## src/rtl/c1541_track_sched.sv

```systemverilog
// ============================================================================
// c1541_track_sched : schedules whole-track SD reads/write-backs for a 1541 drive
// Revision 1.0
// ============================================================================
`default_nettype none

module c1541_track_sched #(
    parameter int MAX_TRACK = 40
) (
    input  logic        clk,
    input  logic        reset,
    input  logic [6:0]  track,
    input  logic        save_track,
    input  logic        change,
    output logic [31:0] sd_lba,
    output logic [5:0]  sd_blk_cnt,
    output logic        sd_rd,
    output logic        sd_wr,
    input  logic        sd_ack,
    output logic        busy
);

    typedef enum logic [2:0] {
        IDLE   = 3'd0,
        RD_REQ = 3'd1,
        RD_ACK = 3'd2,
        WR_REQ = 3'd3,
        WR_ACK = 3'd4
    } state_t;

    localparam logic [6:0] c_max_track = 7'(MAX_TRACK);

    state_t      r_state;
    logic [6:0]  r_t;
    logic        r_save_q;
    logic        r_change_q;
    logic        r_valid;
    logic        r_wr_pend;
    logic        r_discard;
    logic [6:0]  r_res_t;
    logic [9:0]  r_res_base;
    logic [5:0]  r_res_spt;

    logic [6:0]  w_t_raw;
    logic [9:0]  w_t10;
    logic [9:0]  w_base;
    logic [5:0]  w_spt;
    logic        w_save_edge;
    logic        w_change_rise;
    logic        w_wb_cond;
    logic        w_ld_cond;

    assign w_t_raw       = {1'b0, track[6:1]} + 7'd1;
    assign w_save_edge   = save_track ^ r_save_q;
    assign w_change_rise = change & ~r_change_q;
    assign w_wb_cond     = r_wr_pend & r_valid;
    assign w_ld_cond     = ~r_valid | (r_t != r_res_t);
    assign busy          = (r_state != IDLE) | w_wb_cond | w_ld_cond;

    // Left unreset so they follow their inputs while reset is held; edges are
    // therefore measured against the input values present at reset release.
    always_ff @(posedge clk) begin
        r_t        <= (w_t_raw > c_max_track) ? c_max_track : w_t_raw;
        r_save_q   <= save_track;
        r_change_q <= change;
    end

    // Zone layout: 17x21, 7x19, 6x18, then 17 sectors per track
    always_comb begin
        w_t10 = {3'd0, r_t};
        if (r_t <= 7'd17) begin
            w_spt  = 6'd21;
            w_base = (w_t10 - 10'd1) * 10'd21;
        end else if (r_t <= 7'd24) begin
            w_spt  = 6'd19;
            w_base = 10'd357 + (w_t10 - 10'd18) * 10'd19;
        end else if (r_t <= 7'd30) begin
            w_spt  = 6'd18;
            w_base = 10'd490 + (w_t10 - 10'd25) * 10'd18;
        end else begin
            w_spt  = 6'd17;
            w_base = 10'd598 + (w_t10 - 10'd31) * 10'd17;
        end
    end

    always_ff @(posedge clk or posedge reset) begin
        if (reset) begin
            r_state    <= IDLE;
            sd_rd      <= 1'b0;
            sd_wr      <= 1'b0;
            sd_lba     <= 32'd0;
            sd_blk_cnt <= 6'd0;
            r_valid    <= 1'b0;
            r_wr_pend  <= 1'b0;
            r_discard  <= 1'b0;
            r_res_t    <= 7'd0;
            r_res_base <= 10'd0;
            r_res_spt  <= 6'd0;
        end else begin
            case (r_state)
                IDLE: begin
                    if (w_wb_cond) begin
                        r_state    <= WR_REQ;
                        sd_wr      <= 1'b1;
                        sd_lba     <= {22'd0, r_res_base};
                        sd_blk_cnt <= r_res_spt - 6'd1;
                        r_wr_pend  <= 1'b0;
                    end else begin
                        // Nothing resident to write back: drop the request
                        if (!r_valid)
                            r_wr_pend <= 1'b0;
                        if (w_ld_cond) begin
                            r_state    <= RD_REQ;
                            sd_rd      <= 1'b1;
                            sd_lba     <= {22'd0, w_base};
                            sd_blk_cnt <= w_spt - 6'd1;
                            r_res_t    <= r_t;
                            r_res_base <= w_base;
                            r_res_spt  <= w_spt;
                            r_discard  <= 1'b0;
                        end
                    end
                end
                RD_REQ: begin
                    if (sd_ack) begin
                        sd_rd   <= 1'b0;
                        r_state <= RD_ACK;
                    end
                end
                RD_ACK: begin
                    if (!sd_ack) begin
                        r_state <= IDLE;
                        r_valid <= ~r_discard;
                    end
                end
                WR_REQ: begin
                    if (sd_ack) begin
                        sd_wr   <= 1'b0;
                        r_state <= WR_ACK;
                    end
                end
                WR_ACK: begin
                    if (!sd_ack)
                        r_state <= IDLE;
                end
                default: r_state <= IDLE;
            endcase

            if (w_save_edge)
                r_wr_pend <= 1'b1;

            // A new disk invalidates whatever is resident or still arriving
            if (w_change_rise) begin
                r_valid   <= 1'b0;
                r_wr_pend <= 1'b0;
                r_discard <= 1'b1;
            end
        end
    end

endmodule

`default_nettype wire

```

## config.mk

```make
export PLATFORM = sky130hd
export DESIGN_NAME = c1541_track_sched
export DESIGN_NICKNAME = d
export VERILOG_FILES = /design/src/rtl/c1541_track_sched.sv
export SDC_FILE = /design/constraint.sdc
export NUM_CORES = 1
export LEC_CHECK = 0
export CAP_MARGIN = 20
export CORE_ASPECT_RATIO = 0.5
export CORE_MARGIN = 8
export CORE_UTILIZATION = 53
export CTS_CLUSTER_DIAMETER = 100
export DETAILED_ROUTE_END_ITERATION = 7
export PLACE_DENSITY = 0.77
export SYNTH_ARGS = -nofsm -noshare
export SYNTH_HDL_FRONTEND = slang
export SYNTH_SLANG_ARGS = --single-unit
```

## constraint.sdc

```tcl
create_clock -name clk -period 4.34 [get_ports clk]
set_input_delay 0.868 -clock clk [delete_from_list [all_inputs] [get_ports clk]]
set_output_delay 0.868 -clock clk [all_outputs]
set_load 0.02 [all_outputs]
```

=== Word-level counts from Yosys, hierarchy flattened ===
Cells that the tools add are included.

* Flip-flop bits (word level): 78
* Bits of input ports: 12

* Reductions and logical operators: 18
* $mul: 4
* $lt $le $gt $ge: 4
* Mux-type cells: 34
* Bitwise gates (word level): 10
* Equality and inequality tests: 15
* Add/subtract/negate cells: 10

{| class="wikitable"
|+ Operators with widths
! cell !! number
|-
| $mux 32 || 2
|-
| $mul 8x6->10 const B || 3
|-
| $mux 10 || 3
|-
| $sub 7x5->8 const B || 3
|-
| $le 7x5->1 const B || 3
|-
| $add 9x10->10 const A || 2
|-
| $mux 3 || 6
|-
| $mux 1 || 16
|-
| $ne 2x2->1 const B || 7
|-
| $mux 6 || 2
|-
| $pmux 3 s4 || 1
|-
| $reduce_bool 2->1 || 6
|-
| $sub 6x1->6 const B || 2
|-
| $add 10x10->10 const A || 1
|-
| $mul 10x4->9 const B || 1
|-
| $reduce_and 3->1 || 3
|-
| $reduce_and 4->1 || 2
|-
| $sub 7x1->8 const B || 1
|-
| $add 6x1->7 const B || 1
|-
| $gt 7x6->1 const B || 1
|-
| $ne 7x7->1 || 1
|-
| $eq 3x2->1 const B || 2
|-
| $reduce_and 2->1 || 3
|-
| $reduce_bool 3->1 || 2
|-
| other kinds (13) || 21
|}

=== Longest topological paths before layout ===
* Depth in word-level cells: 8
* Gate-level depth with buffers: 19

=== Worst setup path after synthesis ===
OpenSTA, ideal clock, no wires.

* Path type: register -> register
* Start point: register r_t[2]
* End point: register r_res_base[9]
* Data arrival time: 4.166 ns
* Buffers on the path: 1
* Setup slack: 0.034 ns
* Data required time: 4.200 ns
* Library setup time: 0.140 ns
* Cell stages (with the launch flop): 18
* Cell sequence: dfxtp_1 > buf_4 > inv_1 > ha_1 > a21bo_2 > or3_4 > xnor2_4 > ha_1 > ha_1 > fa_1 > ha_1 > a21o_1 > a21oi_1 > o21bai_1 > a21oi_1 > xnor2_1 > a221oi_1 > a21oi_1

* Cells in the longest elaborated chain, start to end: 6
* Elaborated cells between the ends (all ways): 20
* Those cells by class: add/sub (7); mul (4); order compare (3); eq/ne (1); mux (3); bitwise (1); reduce/logical (1)

{| class="wikitable"
|+ RTL lines
! item !! RTL line !! text
|-
| start: declaration || 34 || <nowiki>logic [6:0] r_t;</nowiki>
|-
| start signal: assignment || 63 || <nowiki>r_t <= (w_t_raw > c_max_track) ? c_max_track : w_t_raw;</nowiki>
|-
| $sub 7x5->8, on equally long branches || 79, 82 ||
|-
| $mul 10x4->9 / $mul 8x6->10 (equally long branches) || 79, 82 ||
|-
| $add 9x10->10 / $add 10x10->10 (equally long branches) || 79, 82 ||
|-
| $mux 10 || 77 || <nowiki>end else if (r_t <= 7'd30) begin</nowiki>
|-
| $mux 10 || 74 || <nowiki>end else if (r_t <= 7'd24) begin</nowiki>
|-
| $mux 10 || 71 || <nowiki>if (r_t <= 7'd17) begin</nowiki>
|-
| end signal: assignment || 118 || <nowiki>r_res_base <= w_base;</nowiki>
|-
| end: declaration || 41 || <nowiki>logic [9:0] r_res_base;</nowiki>
|}

Parallel ways exist; a longest one is shown, timed or not.
A chain may end at the register's enable or synchronous reset.

=== Worst setup path in the final report ===
* Start point: register r_t[1]
* End point: register sd_lba[9]

* Cells in the longest elaborated chain, start to end: 8
* Elaborated cells between the ends (all ways): 23
* Those cells by class: add/sub (7); mul (4); order compare (3); eq/ne (1); mux (5); bitwise (1); reduce/logical (2)

{| class="wikitable"
|+ RTL lines
! item !! RTL line !! text
|-
| $sub 7x5->8, on equally long branches || 79, 82 ||
|-
| $mul 10x4->9 / $mul 8x6->10 (equally long branches) || 79, 82 ||
|-
| $add 9x10->10 / $add 10x10->10 (equally long branches) || 79, 82 ||
|-
| $mux 10 || 77 ||
|-
| $mux 10 || 74 ||
|-
| $mux 10 || 71 ||
|-
| $mux 32 || 112 || <nowiki>if (w_ld_cond) begin</nowiki>
|-
| $mux 32 || 102 || <nowiki>if (w_wb_cond) begin</nowiki>
|-
| end signal: assignment || 105 || <nowiki>sd_lba <= {22'd0, r_res_base};</nowiki>
|-
| end signal: assignment || 115 || <nowiki>sd_lba <= {22'd0, w_base};</nowiki>
|-
| end: declaration || 15 || <nowiki>output logic [31:0] sd_lba,</nowiki>
|}

Parallel ways exist; a longest one is shown, timed or not. The select of a mux whose other input is x is not followed.

==> results.yml <==
outcome:
  status: "finished clean"
power_and_ir_drop:
  clkPwrFrac: 0.106
  p_leak_nw: 2.71
  p_per_area_mw_per_mm2: 640
  pwr-share-seq: 0.219
  swShare: 0.460
  p_switching_mw: 1.72
  comb_power_share: 0.674
  ir_worst_vdd_mv: 0.250
  internal-power_mw: 2.02
critical_path:
  cp_common_cell: "ha_1"
  critPathKind: "reg -> reg"
  crit_buf_inv: 2
  worstPathMaxFanout: 4
  r2r_start: "r_t[1]"
  end_kind: "flip-flop"
  r2r_end: "sd_lba[9]"
  critPathLaunchType: "flip-flop"
  cp.arrival_ns: 4.36
  cp_cell_sequence: "inv_2 -> ha_1 -> a21bo_2 -> or3_4 -> xnor2_4 -> ha_1 -> ha_1 -> fa_1 -> ha_1 -> a21o_1 -> a21oi_2 -> o21bai_1 -> a21oi_1 -> xnor2_1 -> a221oi_2 -> buf_4 -> a221oi_2"
  required_ns: 4.54
  cp.depth: 17
  reg2reg_depth: 17
  critPathMaxStageDelay_ns: 0.47
  cpLargestDelayFamily: "adder cells"
  critPathLaunch: "r_t[1]"
  critPathSlowestCell: "fa_1"
  r2r_slack_ns: 0.17
synthesis:
  synthTopCellsByCount: "68 x ha_1, 59 x inv_1, 59 x nand2_1, 45 x dfrtp_1, 44 x xnor2_1"
  yosysSeqAreaShare: 0.252
  synth_compound_area_frac: 0.169
  postSynthCellCount: 605
  avgSynthCellArea_um2: 8.57
  ys.flop_type: "dfrtp_1"
  ys_seq_elements: 54
  synth_mux_area_frac: 0.0130
  synthAdderAreaFrac: 0.218
  synth_most_common_cell: "ha_1"
  synth_top_family_by_area: "adder cells"
  synthXorXnorAreaFrac: 0.113
  synth_top_area_frac: 0.217
  yosys.area_share.simple: 0.135
  yosys.area.top_type: "dfrtp_1"
  synth_area_mm2: 0.00518
  synth_warnings: 0
  synthArstFlopShare: 0.833
  synth_cell_types: 60
  synth_edf_count: 0
  ys_top_cells_by_area: "dfrtp_1 22%, ha_1 16%, xnor2_1 7.4%"
final_layout:
  fin_nets: 737
  finalInstanceArea_mm2: 0.00586
  fin_cells: 779
  n_antenna_cell: 0
  area_delta_synth_final_pct: 13.1
  fin_util: 0.618
  drive_gt1_frac: 0.0947
floorplan:
  die_w_um: 156
  ios: 53
  fp.dieH_um: 85.9
  core_mm2: 0.00948
  start_util: 0.547
  rows: 25
  design.die.area_mm2: 0.0134
global_route:
  grt_pass1_vias: 4180
  grt_max_degree: 46
  grtUsageTotal: 0.177
  antenna_found_initial: 0
  grt_pass1_wl_um: 19500
  grt_overflow: 0
placement:
  dp.cells: 771
  placed_cell_area_mm2: 0.00566
  place_congestion: 0.912
  numPortBuffers: 29
  dp_hpwl_um: 9260
clock_network:
  htreeDepth: 2
  cts.path.max_buffers: 2
  cts_tree: "yes"
  numCtsBuffers: 5
  post_cts_buffers: 0
  path_clk_slew_ns: 0.07
  cts_sinks: 54
  cts_root_buf: "clkbuf_16"
  holdBufCountCts: 0
  clock_latency_ns: 0.29
timing:
  skew_ns: 0.00460
  setup_viol: 0
  fin_crit_ns: 4.17
  relSlewSlack: 0.483
  maxClockFrequency_mhz: 240
  period_share: 0.960
  rsz0062_at_grt: "no"
  drv_slew: 0
  timing_worst_slew_pin_value_ns: 0.772
  hold_viol_final: 0
  fin_tns_setup_ns: 0
route:
  drc_errors: 0
  postRouteAntennaNets: 0
  viasPerCell: 5.53
  dr.pass1.iters: 4
  wl_per_cell_um: 15.1
  wirelength_um: 11800
  num_vias: 4305
  initialDrtViolationCount: 308
run:
  drv_cap: 0
min_path:
  worstHoldStart: "r_discard"
  whs_endpoint: "r_valid"
  min_path_type: "reg -> reg"
  holdPathStages: 1
[stage by stage]
| step | hold slack, ns | setup WS, ns | total power [mW] |
|---|---|---|---|
| 2_1_floorplan | 0.425 | 0.0343 | 2.57 |
| 3_3_place_gp | 0.434 | 0.138 | 3.17 |
| 3_5_place_dp | 0.452 | -0.00555 | 3.26 |
| 4_1_cts | 0.457 | 0.0191 | 3.69 |
| 5_1_grt | 0.483 | 0.0121 | 4.07 |
| 6_report | 0.461 | 0.174 | 3.75 |
[cells by family after synthesis]
| group | after synthesis |
|---|---|
| mux | 6 |
| xor+xnor | 64 |
| simple gates | 151 |
| buf+inv | 110 |
| other cells | 1 |
| flops | 54 |
| fa+ha+maj | 82 |
| compound gates | 137 |
[cell type report]
type                    instances  area (um2)
multi-input cells             463        3500
inverters                      61         229
well taps                     135         169
fillers                       816        3620
clock buffers                   6         129
clock inverters                 2        13.8
repair buffers                 58         508
flip-flops and latches         54        1310
[metal layers]
layer	track usage	share of wire	up-vias
met5	0	0	-
met4	0.0481	0.014	0
met3	0.0336	0.080	15
met2	0.294	0.45	164
met1	0.232	0.46	2035
li1	-	-	2091
[worst max-delay path by stage]
stage,end,slack (ns)
4_1_cts,sd_lba[9],0.02
6_report,sd_lba[9],0.17
5_1_grt,sd_lba[9],0.01
3_3_place_gp,sd_lba[9],0.14
2_1_floorplan,r_res_base[9],0.03
3_5_place_dp,sd_lba[9],-0.006
[layout by cell type (no fill, tap or decap), types with 4 or more instances in the layout]
cell              n
a211oi_1          7
a21o_1            7
a21oi_1          29
a311oi_1          4
a32oi_1           4
and2_1            4
buf_4            29
clkbuf_16         5
clkdlybuf4s50_1  29
conb_1           23
dfrtp_1          45
dfxtp_1           8
fa_1             14
ha_1             66
inv_1            57
nand2_1          59
nand3_1          13
nand4_1           4
nor2_1           41
nor2b_1           4
nor3_1            7
o211ai_1          6
o21ai_0          38
o21ai_1           7
o31ai_1           5
xnor2_1          43
xor2_1           18
[what timing repair did]
action / in CTS / in global routing
pin swaps: 0 / 4
setup endpoints to repair: 2 / 4
hold endpoints to repair: 0 / 0
gates resized for setup: 2 / 9
[power groups by stage]
stage	combinational [mW]	clock [mW]	sequential (mW)
5_1_grt	2.79	0.431	0.849
6_report	2.53	0.398	0.823
2_1_floorplan	1.69	0	0.879
3_3_place_gp	2.35	0	0.825
3_5_place_dp	2.43	0	0.831
4_1_cts	2.46	0.404	0.822
[sequential cells by signal (all words and copies together), names as in the netlist]
name        flops
r_save_q        1
sd_lba         10
sd_blk_cnt      6
r_wr_pend       1
sd_wr           1
r_change_q      1
r_res_spt       4
r_discard       1
r_state         3
r_valid         1
sd_rd           1
r_t             7
r_res_t         7
r_res_base     10
[worst reg2reg max path: stages, from the launching register on]
cell and delay (ns):
dfxtp_1 0.36, inv_2 0.08, ha_1 0.22, a21bo_2 0.27, or3_4 0.38, xnor2_4 0.16, ha_1 0.32, ha_1 0.31
fa_1 0.47, ha_1 0.31, a21o_1 0.17, a21oi_2 0.16, o21bai_1 0.08, a21oi_1 0.17, xnor2_1 0.16, a221oi_2 0.08
buf_4 0.18, a221oi_2 0.20
(Power assumes the default switching activity.)
